==> src/rtl/rgb_cmd_pkg.sv <==
// Shared constants and encodings for the RGB LED command parser.
// Command bytes, parser states and LED color selects live here.
package rgb_cmd_pkg;

    localparam logic [7:0] CMD_RED   = 8'h72;
    localparam logic [7:0] CMD_GREEN = 8'h67;
    localparam logic [7:0] CMD_BLUE  = 8'h62;
    localparam logic [7:0] CMD_OFF   = 8'h6F;
    localparam logic [7:0] CMD_INT   = 8'h69;

    localparam logic [7:0] DUTY_RESET = 8'hFF;

    typedef enum logic [1:0] {
        ST_IDLE     = 2'd0,
        ST_DECODE   = 2'd1,
        ST_ARG_WAIT = 2'd2
    } state_t;

    typedef enum logic [1:0] {
        COL_OFF = 2'd0,
        COL_R   = 2'd1,
        COL_G   = 2'd2,
        COL_B   = 2'd3
    } color_t;

    function automatic logic is_color_cmd(input logic [7:0] b);
        return (b == CMD_RED) || (b == CMD_GREEN) || (b == CMD_BLUE) || (b == CMD_OFF);
    endfunction

    function automatic color_t cmd_color(input logic [7:0] b);
        color_t c;
        case (b)
            CMD_RED:   c = COL_R;
            CMD_GREEN: c = COL_G;
            CMD_BLUE:  c = COL_B;
            default:   c = COL_OFF;
        endcase
        return c;
    endfunction

endpackage

==> src/rtl/byte_fifo.sv <==
// Byte FIFO between the UART receiver and the command parser.
// A push into a full FIFO is kept only when a pop frees a slot in the same cycle.
module byte_fifo #(
    parameter int DEPTH = 4
) (
    input  logic       clk,
    input  logic       rst,
    input  logic       push,
    input  logic       pop,
    input  logic [7:0] din,
    output logic [7:0] dout,
    output logic       full,
    output logic       empty,
    output logic       ovf
);

    localparam int AW = $clog2(DEPTH);

    logic [7:0]    mem [DEPTH];
    logic [AW-1:0] wr_ptr;
    logic [AW-1:0] rd_ptr;
    logic [AW:0]   count;
    logic          do_pop;
    logic          do_push;

    assign full    = (count == (AW+1)'(DEPTH));
    assign empty   = (count == '0);
    assign do_pop  = pop && !empty;
    assign do_push = push && (!full || do_pop);
    assign dout    = mem[rd_ptr];

    always_ff @(posedge clk) begin
        if (do_push) mem[wr_ptr] <= din;
    end

    // Pointers are AW bits wide, so wrap modulo DEPTH is free.
    always_ff @(posedge clk or negedge rst) begin
        if (!rst) begin
            wr_ptr <= '0;
            rd_ptr <= '0;
            count  <= '0;
            ovf    <= 1'b0;
        end else begin
            if (do_push) wr_ptr <= wr_ptr + 1'b1;
            if (do_pop)  rd_ptr <= rd_ptr + 1'b1;
            case ({do_push, do_pop})
                2'b10:   count <= count + 1'b1;
                2'b01:   count <= count - 1'b1;
                default: count <= count;
            endcase
            if (push && !do_push) ovf <= 1'b1;
        end
    end

endmodule

==> src/rtl/rgb_cmd_ctrl.sv <==
// UART command parser driving one PWM-dimmed RGB LED.
// Bytes queue in byte_fifo; the FSM decodes one command per two cycles.
module rgb_cmd_ctrl
    import rgb_cmd_pkg::*;
#(
    parameter int FIFO_DEPTH  = 4,
    parameter int ARG_TIMEOUT = 1_250_000
) (
    input  logic       clk,
    input  logic       rst,
    input  logic [7:0] rx_data,
    input  logic       rx_valid,
    input  logic       rx_err,
    output logic       ld6r,
    output logic       ld6g,
    output logic       ld6b,
    output logic       cmd_err,
    output logic       fifo_ovf
);

    localparam int TMR_W = (ARG_TIMEOUT > 2) ? $clog2(ARG_TIMEOUT) : 1;
    localparam logic [TMR_W-1:0] TMR_LAST = TMR_W'(ARG_TIMEOUT - 1);

    state_t      state, state_nxt;
    color_t      color_q, color_nxt;
    logic [7:0]  cmd_q;
    logic [7:0]  duty_q;
    logic [7:0]  pwm_cnt;
    logic [TMR_W-1:0] tmr_q;

    logic       fifo_pop, fifo_full, fifo_empty;
    logic [7:0] fifo_dout;
    logic       cmd_ld, duty_ld, color_ld, err_nxt, tmr_clr, tmr_inc;
    logic       pwm_on;

    byte_fifo #(.DEPTH(FIFO_DEPTH)) u_fifo (
        .clk   (clk),
        .rst   (rst),
        .push  (rx_valid && !rx_err),
        .pop   (fifo_pop),
        .din   (rx_data),
        .dout  (fifo_dout),
        .full  (fifo_full),
        .empty (fifo_empty),
        .ovf   (fifo_ovf)
    );

    always_ff @(posedge clk or negedge rst) begin
        if (!rst) state <= ST_IDLE;
        else      state <= state_nxt;
    end

    always_comb begin
        state_nxt = state;
        case (state)
            ST_IDLE:     if (!fifo_empty) state_nxt = ST_DECODE;
            ST_DECODE:   state_nxt = (cmd_q == CMD_INT) ? ST_ARG_WAIT : ST_IDLE;
            ST_ARG_WAIT: if (!fifo_empty || tmr_q == TMR_LAST) state_nxt = ST_IDLE;
            default:     state_nxt = ST_IDLE;
        endcase
    end

    always_comb begin
        fifo_pop  = 1'b0;
        cmd_ld    = 1'b0;
        duty_ld   = 1'b0;
        color_ld  = 1'b0;
        color_nxt = color_q;
        err_nxt   = 1'b0;
        tmr_clr   = 1'b0;
        tmr_inc   = 1'b0;
        case (state)
            ST_IDLE: begin
                if (!fifo_empty) begin
                    fifo_pop = 1'b1;
                    cmd_ld   = 1'b1;
                end
            end
            ST_DECODE: begin
                if (is_color_cmd(cmd_q)) begin
                    color_ld  = 1'b1;
                    color_nxt = cmd_color(cmd_q);
                end else if (cmd_q == CMD_INT) begin
                    tmr_clr = 1'b1;
                end else begin
                    err_nxt = 1'b1;
                end
            end
            ST_ARG_WAIT: begin
                // An argument that arrives on the timeout cycle still wins.
                if (!fifo_empty) begin
                    fifo_pop = 1'b1;
                    duty_ld  = 1'b1;
                end else if (tmr_q == TMR_LAST) begin
                    err_nxt = 1'b1;
                end else begin
                    tmr_inc = 1'b1;
                end
            end
            default: ;
        endcase
    end

    always_ff @(posedge clk or negedge rst) begin
        if (!rst) begin
            cmd_q   <= '0;
            color_q <= COL_OFF;
            duty_q  <= DUTY_RESET;
            tmr_q   <= '0;
            cmd_err <= 1'b0;
            pwm_cnt <= '0;
        end else begin
            pwm_cnt <= pwm_cnt + 1'b1;
            cmd_err <= err_nxt;
            if (cmd_ld)   cmd_q   <= fifo_dout;
            if (color_ld) color_q <= color_nxt;
            if (duty_ld)  duty_q  <= fifo_dout;
            if (tmr_clr)      tmr_q <= '0;
            else if (tmr_inc) tmr_q <= tmr_q + 1'b1;
        end
    end

    // Only one color select can be active, so at most one LED lights.
    assign pwm_on = (pwm_cnt < duty_q);
    assign ld6r   = pwm_on && (color_q == COL_R);
    assign ld6g   = pwm_on && (color_q == COL_G);
    assign ld6b   = pwm_on && (color_q == COL_B);

endmodule

==> config.mk <==
export PLATFORM = sky130hd
export DESIGN_NAME = rgb_cmd_ctrl
export DESIGN_NICKNAME = d
export VERILOG_FILES = /design/src/rtl/rgb_cmd_pkg.sv /design/src/rtl/byte_fifo.sv /design/src/rtl/rgb_cmd_ctrl.sv
export SDC_FILE = /design/constraint.sdc
export NUM_CORES = 1
export LEC_CHECK = 0
export ABC_AREA = 1
export CORE_MARGIN = 4
export CORE_UTILIZATION = 55
export CTS_BUF_LIST = sky130_fd_sc_hd__clkbuf_8
export DETAILED_ROUTE_END_ITERATION = 16
export PLACE_DENSITY = 0.76
export REMOVE_ABC_BUFFERS = 1
export SYNTH_ARGS = -nofsm -noshare
export SYNTH_HDL_FRONTEND = slang
export SYNTH_SLANG_ARGS = --single-unit
==> constraint.sdc <==
create_clock -name clk -period 2.3 [get_ports clk]
set_clock_uncertainty 0.1 [all_clocks]
set_input_delay 0.69 -clock clk [delete_from_list [all_inputs] [get_ports clk]]
set_output_delay 0.69 -clock clk [all_outputs]
set_load 0.01 [all_outputs]
==> flow_summary.json <==
{
  "grt-ovfl-total": 0,
  "end_kind": "primary output",
  "r2r_cells": 12,
  "ys_types": 30,
  "timing.rr.end": "u_fifo.count[2]$_DFFE_PN0P_",
  "final_util_pct": 69.1,
  "clk_latency_ps": 370,
  "drt_iter0_drc": 175,
  "antenna_found_initial": 0,
  "io_buffer_count": 16,
  "synth_fa_ha_area_share_pct": 5.37,
  "numCtsBuffers": 9,
  "grt_setup_unrepaired": "true",
  "worstSetupEndpoint": "ld6b",
  "nNetsFinal": 609,
  "vias_per_cell": 5.27,
  "fin_crit_ps": 2630,
  "area_growth_pct": 19.3,
  "vias": 3608,
  "final_max_slew_viol_count": 0,
  "finalHoldViolations": 0,
  "finalCritPeriodShare_pct": 114,
  "synth_mux_area_share_pct": 0,
  "synth_edf_count": 32,
  "drv_cap": 0,
  "synth_top_area_share_pct": 27.4,
  "synth_top_family_by_area": "simple AND/OR/NAND/NOR gates",
  "path_class": "flop to primary output",
  "fp.dieH_um": 99.1,
  "ys_seq_elements": 90,
  "setup_slack_ps": -330,
  "totalWireLength_mm": 9.51,
  "grt_start_max_net_pins": 59,
  "yosysWarnings": 0,
  "hold_path.class": "primary input to asynchronous set/reset pin",
  "reg2reg_slack_ps": 110,
  "initial_core_util_pct": 57.9,
  "crit_path_max_fanout": 3,
  "dieArea_um2": 9830,
  "clock-root-buffer": "clkbuf_8",
  "synth.top_cells.by_count": "158 x nand2_1, 55 x nor2_1, 52 x inv_1, 50 x dfrtp_1, 32 x edfxtp_1",
  "drc": 0,
  "grt_pass1_vias": 3525,
  "synthTopCellsByArea": "dfrtp_1 27%, edfxtp_1 21%, nand2_1 13%",
  "drtPass1Iterations": 4,
  "core.rowCount": 32,
  "crit_start": "duty_q[5]$_DFFE_PN1P_",
  "drive_gt1_share_pct": 18.5,
  "fin_tns_setup_ps": -984,
  "placed_cell_area_um2": 5080,
  "die_w_um": 99.1,
  "yosysTopAreaCell": "dfrtp_1",
  "cp-start-kind": "flop",
  "run_status": "finished with violations",
  "ys_async_sr_fraction_pct": 64.4,
  "synthSimpleGateAreaFrac_pct": 25.3,
  "stdcell_area_um2": 5450,
  "required_ps": 1510,
  "gp_congestion": 0.871,
  "antenna_left": 0,
  "fmax_mhz": 380,
  "p_per_area_nw_per_um2": 895,
  "ir_drop_mv": 0.654,
  "clk_pin_slew_ps": 90,
  "synth_compound_area_share_pct": 6.68,
  "coreArea_um2": 7890,
  "finalSetupViolations": 3,
  "syn-instance-count": 520,
  "htreeDepth": 3,
  "grt_usage_pct": 20.5,
  "reg2reg_from": "u_fifo.count[1]$_DFFE_PN0P_",
  "violations": "negative setup slack",
  "hpwl_mm": 6.50,
  "routedWlPerCell_um": 13.9,
  "finalPower_mw": 4.88,
  "ioPinCount": 17,
  "synth_xor_area_share_pct": 3.84,
  "antenna_cells": 0,
  "clockBufferDepth": 2,
  "syn-cell-area_um2": 4570,
  "total_leakage_power_nw": 2.37,
  "hold_ws_ps": 215,
  "slew_headroom_pct": 67.8,
  "synth_most_common_cell": "nand2_1",
  "postSynthAreaPerCell_um2": 8.78,
  "cts_tree": "yes",
  "clock-sinks": 90,
  "cp.arrival_ps": 1840,
  "synth_flop_cell": "dfrtp_1",
  "grt_pass1_wl_mm": 16.2,
  "ys_seq_area_share_pct": 53.0,
  "worst_pin_slew_ps": 483
}
-- state kept, by name, indices dropped and copies added, names as in the netlist, 3 cells and up --
| name | count |
|---|---|
| cmd_q | 8 |
| u_fifo.mem | 32 |
| duty_q | 8 |
| tmr_q | 21 |
| u_fifo.count | 3 |
| pwm_cnt | 8 |
-- per-layer routing --
layer  global-route usage (%)  part of all wire, %
met3                     3.86                  3.4
met4                     7.67                  1.6
met2                     32.9                   48
met1                     27.9                   47
met5                        0                    0
-- placed cells by master (no fill, tap or decap), types with 8 or more instances in the layout --
master / instances
nand2_1: 155
nor2_1: 50
edfxtp_1: 32
dfrtp_1: 50
buf_4: 39
clkdlybuf4s50_1: 12
inv_1: 46
nand4_1: 15
a21oi_1: 10
xor2_1: 15
clkbuf_8: 9
inv_2: 9
o21ai_0: 22
dfstp_2: 8
a32o_1: 8
ha_1: 11
nand3_1: 28
-- how the worst min path moves through the flow --
stage | start | endpoint | slack, ps | cells after the start
after floorplan | rst | cmd_err$_DFF_PN0_ | 290 | 0
after global placement | u_fifo.rd_ptr[1]$_DFFE_PN0P_ | u_fifo.rd_ptr[1]$_DFFE_PN0P_ | 360 | 1
final | rst | pwm_cnt[2]$_DFF_PN0_ | 210 | 2
after global routing | rst | tmr_q[14]$_DFFE_PN0P_ | 220 | 2
after detailed placement | u_fifo.rd_ptr[1]$_DFFE_PN0P_ | u_fifo.rd_ptr[1]$_DFFE_PN0P_ | 370 | 1
after CTS | rst | tmr_q[7]$_DFFE_PN0P_ | 210 | 2
-- power by group --
| part | switching, mW | internal, mW | leakage, nW | total [mW] |
|---|---|---|---|---|
| Sequential | 0.175 | 1.95 | 1.02 | 2.12 |
| Clock | 0.648 | 0.432 | 0.103 | 1.08 |
| Combinational | 0.926 | 0.748 | 1.25 | 1.67 |
| Total | 1.75 | 3.13 | 2.37 | 4.88 |
-- critical path: stages (launching register included) --
cell and delay, ps:
dfstp_2 550, inv_2 50, ha_4 270, nand2_1 80, nor2_2 180, nand2_2 90
nand2_2 90, nor2_1 50, buf_2 130
-- metrics by stage --
stage	setup WS, ps	instances
after floorplan	-51.4	511
after detailed placement	-461	664
after global routing	-430	685
after CTS	-291	682
after global placement	-392	664
final	-330	685
-- layout make-up --
class,count,area [um^2]
Tap cell,102,128
Fill cell,629,2440
Clock inverter,7,76.3
Inverter,57,219
Sequential cell,90,2420
Multi-Input combinational cell,364,2030
Clock buffer,9,124
Timing Repair Buffer,56,453
-- cell families after synthesis --
family	count (synthesis)
XOR/XNOR	20
flip-flops	90
adder cells (fa/ha/maj)	19
AO/OA/AOI/OAI	51
buffers and inverters	66
AND/OR/NAND/NOR	274
-- timing repair --
item / in CTS / in global routing
endpoints found under the setup margin: 5 / 5
hold buffers: 0 / 0
resized for setup: 34 / 12
pin swaps: 18 / 11
buffers inserted: 2 / 3
Note: power is estimated with default switching activity, not from simulation.
